### config.mk
export PLATFORM = sky130hd
export DESIGN_NAME = regbank
export DESIGN_NICKNAME = d
export VERILOG_FILES = /design/src/rtl/regbank.sv
export SDC_FILE = /design/constraint.sdc
export NUM_CORES = 1
export LEC_CHECK = 0
export ABC_AREA = 1
export CAP_MARGIN = 40
export CORE_AREA = 2 2 329 331
export CTS_CLUSTER_SIZE = 12
export DETAILED_ROUTE_END_ITERATION = 10
export DIE_AREA = 0 0 331 333
export GPL_ROUTABILITY_DRIVEN = 0
export PLACE_DENSITY = 0.42
export SLEW_MARGIN = 20
export SYNTH_ARGS = -nofsm -noshare
export SYNTH_HDL_FRONTEND = slang
export SYNTH_SLANG_ARGS = --single-unit
### constraint.sdc
create_clock -name i_clk -period 3.6 [get_ports i_clk]
set_input_delay 0.72 -clock i_clk [delete_from_list [all_inputs] [get_ports i_clk]]
set_output_delay 0.72 -clock i_clk [all_outputs]
set_load 0.05 [all_outputs]
### src/rtl/regbank.sv
// rtl/regbank.sv - parametrised CSR bank with RW, RO and W1C registers behind a req/ack bus port
module regbank #(
  parameter int              DATAW    = 32,
  parameter int              NREGS    = 8,
  parameter int              ADDRW    = 8,
  parameter logic [NREGS-1:0] RO_MASK  = '0,
  parameter logic [NREGS-1:0] W1C_MASK = '0
) (
  input  logic                   i_clk,
  input  logic                   i_rst,
  input  logic                   i_req,
  input  logic                   i_we,
  input  logic [ADDRW-1:0]       i_addr,
  input  logic [DATAW/8-1:0]     i_be,
  input  logic [DATAW-1:0]       i_data,
  output logic                   o_ack,
  output logic                   o_err,
  output logic [DATAW-1:0]       o_data,
  input  logic [NREGS*DATAW-1:0] i_hw_ro,
  input  logic [NREGS*DATAW-1:0] i_hw_set,
  output logic [NREGS*DATAW-1:0] o_regs,
  output logic [NREGS-1:0]       o_wr_stb
);
  localparam int NB = DATAW / 8;

  logic [NREGS-1:0][DATAW-1:0] cur;
  logic [NREGS-1:0]            wr_hit;
  logic [DATAW-1:0]            bemask;
  logic [DATAW-1:0]            rd_val;
  logic                        in_range;
  logic                        wr_req;

  always_comb begin
    bemask = '0;
    for (int k = 0; k < NB; k++) begin
      bemask[k*8 +: 8] = {8{i_be[k]}};
    end
  end

  // One extra bit so NREGS == 2**ADDRW still compares correctly
  assign in_range = ({1'b0, i_addr} < (ADDRW+1)'(NREGS));
  assign wr_req   = i_req && i_we && in_range && (|i_be);

  for (genvar n = 0; n < NREGS; n++) begin : g_reg
    if (RO_MASK[n]) begin : g_ro
      logic unused_set;
      assign unused_set = ^i_hw_set[n*DATAW +: DATAW];
      assign cur[n]     = i_hw_ro[n*DATAW +: DATAW];
      assign wr_hit[n]  = 1'b0;
    end else if (W1C_MASK[n]) begin : g_w1c
      logic [DATAW-1:0] q;
      logic [DATAW-1:0] clr;
      logic             unused_ro;
      assign unused_ro = ^i_hw_ro[n*DATAW +: DATAW];
      assign wr_hit[n] = wr_req && (i_addr == ADDRW'(n));
      assign clr       = wr_hit[n] ? (i_data & bemask) : '0;
      // Hardware set is OR'd in after the clear so it wins on a collision
      always_ff @(posedge i_clk) begin
        if (i_rst) q <= '0;
        else       q <= (q & ~clr) | i_hw_set[n*DATAW +: DATAW];
      end
      assign cur[n] = q;
    end else begin : g_rw
      logic [DATAW-1:0] q;
      logic             unused_hw;
      assign unused_hw = ^{i_hw_ro[n*DATAW +: DATAW], i_hw_set[n*DATAW +: DATAW]};
      assign wr_hit[n] = wr_req && (i_addr == ADDRW'(n));
      always_ff @(posedge i_clk) begin
        if (i_rst)          q <= '0;
        else if (wr_hit[n]) q <= (q & ~bemask) | (i_data & bemask);
      end
      assign cur[n] = q;
    end
    assign o_regs[n*DATAW +: DATAW] = cur[n];
  end

  always_comb begin
    rd_val = '0;
    for (int n = 0; n < NREGS; n++) begin
      if (i_addr == ADDRW'(n)) rd_val = cur[n];
    end
  end

  always_ff @(posedge i_clk) begin
    if (i_rst) begin
      o_ack    <= 1'b0;
      o_err    <= 1'b0;
      o_data   <= '0;
      o_wr_stb <= '0;
    end else begin
      o_ack    <= i_req;
      o_err    <= i_req && !in_range;
      o_wr_stb <= wr_hit;
      if (i_req && !in_range)  o_data <= '0;
      else if (i_req && !i_we) o_data <= rd_val;
    end
  end
endmodule
Yosys cells after proc, flatten, opt, wreduce, memory -nomap -nowiden
Index checks and enable logic that the tools add are counted.
W data, S select, Z words.
{"block": "op_classes", "reduce_logical": 18, "eq_ne": 7, "magnitude_cmp": 1, "muxes": 8, "n_bitwise": 18}
{"cell": "$and A32 B32 Y32", "count": 9}
{"cell": "$mux W32", "count": 8}
{"cell": "$or A32 B32 Y32", "count": 8}
{"cell": "$eq A8 B3 Y1 const B", "count": 4}
{"cell": "$not A32 Y32", "count": 1}
{"cell": "$eq A8 B2 Y1 const B", "count": 2}
{"cell": "$logic_and A1 B1 Y1", "count": 13}
{"cell": "$eq A8 B1 Y1 const B", "count": 1}
{"cell": "$logic_not A8 Y1", "count": 1}
{"cell": "$lt A8 B4 Y1 const B", "count": 1}
{"cell": "$reduce_or A4 Y1", "count": 1}
{"cell": "$logic_not A1 Y1", "count": 2}
{"cell": "$reduce_or A2 Y1", "count": 1}
{"block": "totals", "in_bits": 560, "word_cells": 64, "register_bits": 298}

Longest topological paths before layout
{"block": "depth", "ltp_word": 9, "mapped_depth": 13, "ltp_nobuf": 11}

Least setup slack after synthesis
No wires, ideal clock.
{"block": "synth_path", "path_kind": "in2reg", "start": "input i_be[1]", "end": "register with a tool-made name", "stages": 11, "arrival_ns": 2.027, "setup_time_ns": 0.119, "n_path_buf": 2, "required_time_ns": 3.481, "setup_slack_ns": 1.453, "path_cell_list": "buf_2 inv_2 nand4_2 nand3_4 nor2_4 inv_2 nor2_4 nand2_1 buf_2 o21ai_1 a21oi_1"}
{"element": "from (decl)", "line": "14", "text": "input logic [DATAW/8-1:0] i_be,"}

==> results.md <==
- Post-synthesis compound-gate area fraction: 22.68%
- Final Worst Setup Slack: 505.6 ps
- CTS buffer count: 41
- I/O Pins: 858
- Bufs on Longest Clock Path: 3
- Area Overhead vs Synth: 57.38%
- # nets final: 2,624
- Share of flip-flops with an asynchronous set or reset: 0%
- Hold WC Path Type: flip-flop to flip-flop
- Xor/xnor share of the synthesized area: 0%
- Pwr Total: 8.506 mW
- Port Buffers: 345
- Synth Register Bits: 298
- Total core area: 106,600 um2
- Worst stage delay on the critical path: 460 ps
- Largest net degree at the start of global routing: 65
- Crit path DAT: 3540 ps
- Buf/Inv on CP: 3
- Worst-path clk slew: 60 ps
- Grt peak-use layer: met2
- WL/cell: 22.68 um
- Yosys Warn Count: 0
- Met1 Use GR: 17.47%
- Final Hold Viols: 0
- Total gr overflow: 0
- Mux contribution to synthesized area: 0%
- DRC: 0
- Row count: 120
- Post-Synth Simple-Gate Area: 19.91%
- Post-synth top cells: 310 x nand2_1, 298 x dfxtp_1, 245 x a21oi_1, 211 x o21ai_0, 178 x inv_1
- Antenna violations before repair: 12
- Mapped Cells: 1,699
- Filler Cell Count: 12,100
- RSZ-0062 raised after global routing: false
- Post-synth top area cell: dfxtp_1
- Layout cells sized above 1: 9.021%
- Count leader, synth: nand2_1
- CP max-delay cell: nand2_1
- WP data required: 4050 ps
- P_leak: 6.634 nW
- Crit path kind: input pin to flip-flop
- Max Fanout on Critical Path: 9
- Top area cells in the synthesized netlist: dfxtp_1 48%, a21oi_1 9.9%, nand2_1 9.4%
- Die X-Extent: 331 um
- CP Cell Sequence: clkdlybuf4s50_1 > nor2_1 > nand2_1 > nor2_1 > inv_1 > nor2_4 > inv_2 > nor2_4 > nand2_1 > o21ai_0 > a21oi_1
- Cts hold-fix bufs: 0
- CTS tree: done
- Sink Count: 298
- Adder-Cell Fraction of Synth Area: 0%
- Vias: 13,320
- Met3 Use GR: 5.475%
- Min Tclk post-route: 3094 ps
- Final Cycle Share: 85.95%
- Worst rel slew slack: 44.58%
- DP Worst Slack: -187.7 ps
- Main combinational cell family by area after synthesis: compound AO/OA/AOI/OAI gates
- Initial core utilization: 11.61%
- Fin area: 19,470 um2
- Routed WL: 79.37 mm
- Pins Over Slew Limit: 0
- Final ANT Viol Nets: 0
- Post-synth cell types: 25
- Worst setup SP type: input pin
- Met2 GRT Util: 22.40%
- Hold_ws: 460.7 ps
- Vias in the first global route: 13,240
- DP Area: 17,870 um2
- H-Tree Level Count: 2
- Outcome: finished, final reports clean
- Setup violators final: 0
- DRT iter0 DRCs: 868
- Max Cap Viol: 0
- Clock skew: 63.61 ps
- EDFF count, synth: 0
- Post-DP HPWL: 61.52 mm
- First-pass GRT wire length: 109.7 mm
- Register area share after synthesis: 48.21%
- DR vias/cell: 3.806
- GR Util All Layers: 14.13%
- Ys flop type: dfxtp_1
- Drt pass-1 iters: 5
- VDD IR max: 0.0003120 V
- Worst Tran Pin Value: 828.7 ps
- Fmax: 323.2 MHz
- Top-area cell type share of the netlist area: 48.21%
- Synthesized cell area: 12,370 um2
- CTS Root Cell: clkbuf_16
- Mean area per synthesized cell: 7.283 um2
- Die area: 110,200 um2
- Resized Gates After CTS: 0
- Clk_lat worst skew: 590 ps
- Syn Nets: 2,259
- CP endpoint kind: flip-flop
- Die Y: 333 um
- Crit path max-delay family: simple AND/OR/NAND/NOR gates
- Setup Fix Bufs, Post-CTS: 0
- Power per cell area: 436.8 nW/um2
==> power breakdown <==
part	switching, mW	total, mW	internal (mW)
combinational	0.260	0.358	0.0976
clock	1.77	4.84	3.08
sequential	0.00263	3.30	3.30
total	2.03	8.51	6.48
==> worst paths after layout <==
path                                start          to  slack, ps  depth (start not counted)
worst min-delay path            flip-flop   flip-flop        460                          2
worst min register to register  flip-flop   flip-flop        460                          2
worst max register to register  flip-flop  o_data[25]       2270                          6
worst max-delay path            i_addr[4]   flip-flop        510                         11
==> cell usage in the layout, fill, tap and decap left out, types with 3 or more instances in the layout <==
cell             count
nor3_1              10
o21ai_1             18
o211ai_1             3
clkbuf_8             9
nor2_2              10
a21oi_1            245
clkinv_2             4
a31oi_1             60
buf_12               7
a211oi_1             4
inv_2                8
nand4_1             33
nor2_4              12
nand3_1             99
clkbuf_1             4
clkdlybuf4s50_1    342
clkbuf_16           41
o21ai_0            211
inv_1              176
nand2_1            309
dfxtp_1            298
buf_4               74
bufinv_16           11
nor2_1              91
==> routing by layer <==
layer / part of all wire [%] / routed length [um]
met5: 0.071 / 56
met4: 3.2 / 2522
met3: 9.4 / 7447
met2: 45 / 35580
met1: 43 / 33760
==> logic make-up after synthesis <==
family                 count (synthesis)
DFF                                  298
buffers and inverters                291
and+or+nand+nor                      568
AOI/OAI and AO/OA                    542
==> area by class of cell <==
class	count	area [um2]	area share, %
Multi-Input combinational cell	1110	5315	27.29
Antenna cell	1	2.502	0.01285
Tap cell	1403	1755	9.014
Inverter	187	704.4	3.617
Clock buffer	54	1165	5.981
Clock inverter	20	422.9	2.172
Timing Repair Buffer	426	4144	21.28
Sequential cell	298	5966	30.63
==> worst min-delay path, stage by stage, from the launching register on <==
cell and delay (ps):
dfxtp_1 320, inv_1 50, a21oi_1 50
==> stage by stage <==
step	utilization (%)	TNS (ps)	instances
global route	18.27	0	3498
finish	18.27	0	3499
detailed placement	16.76	-2153	3423
CTS	18.25	0	3497
floorplan	-	0	1699
global placement	16.76	-2064	3423
(Power assumes the default switching activity.)
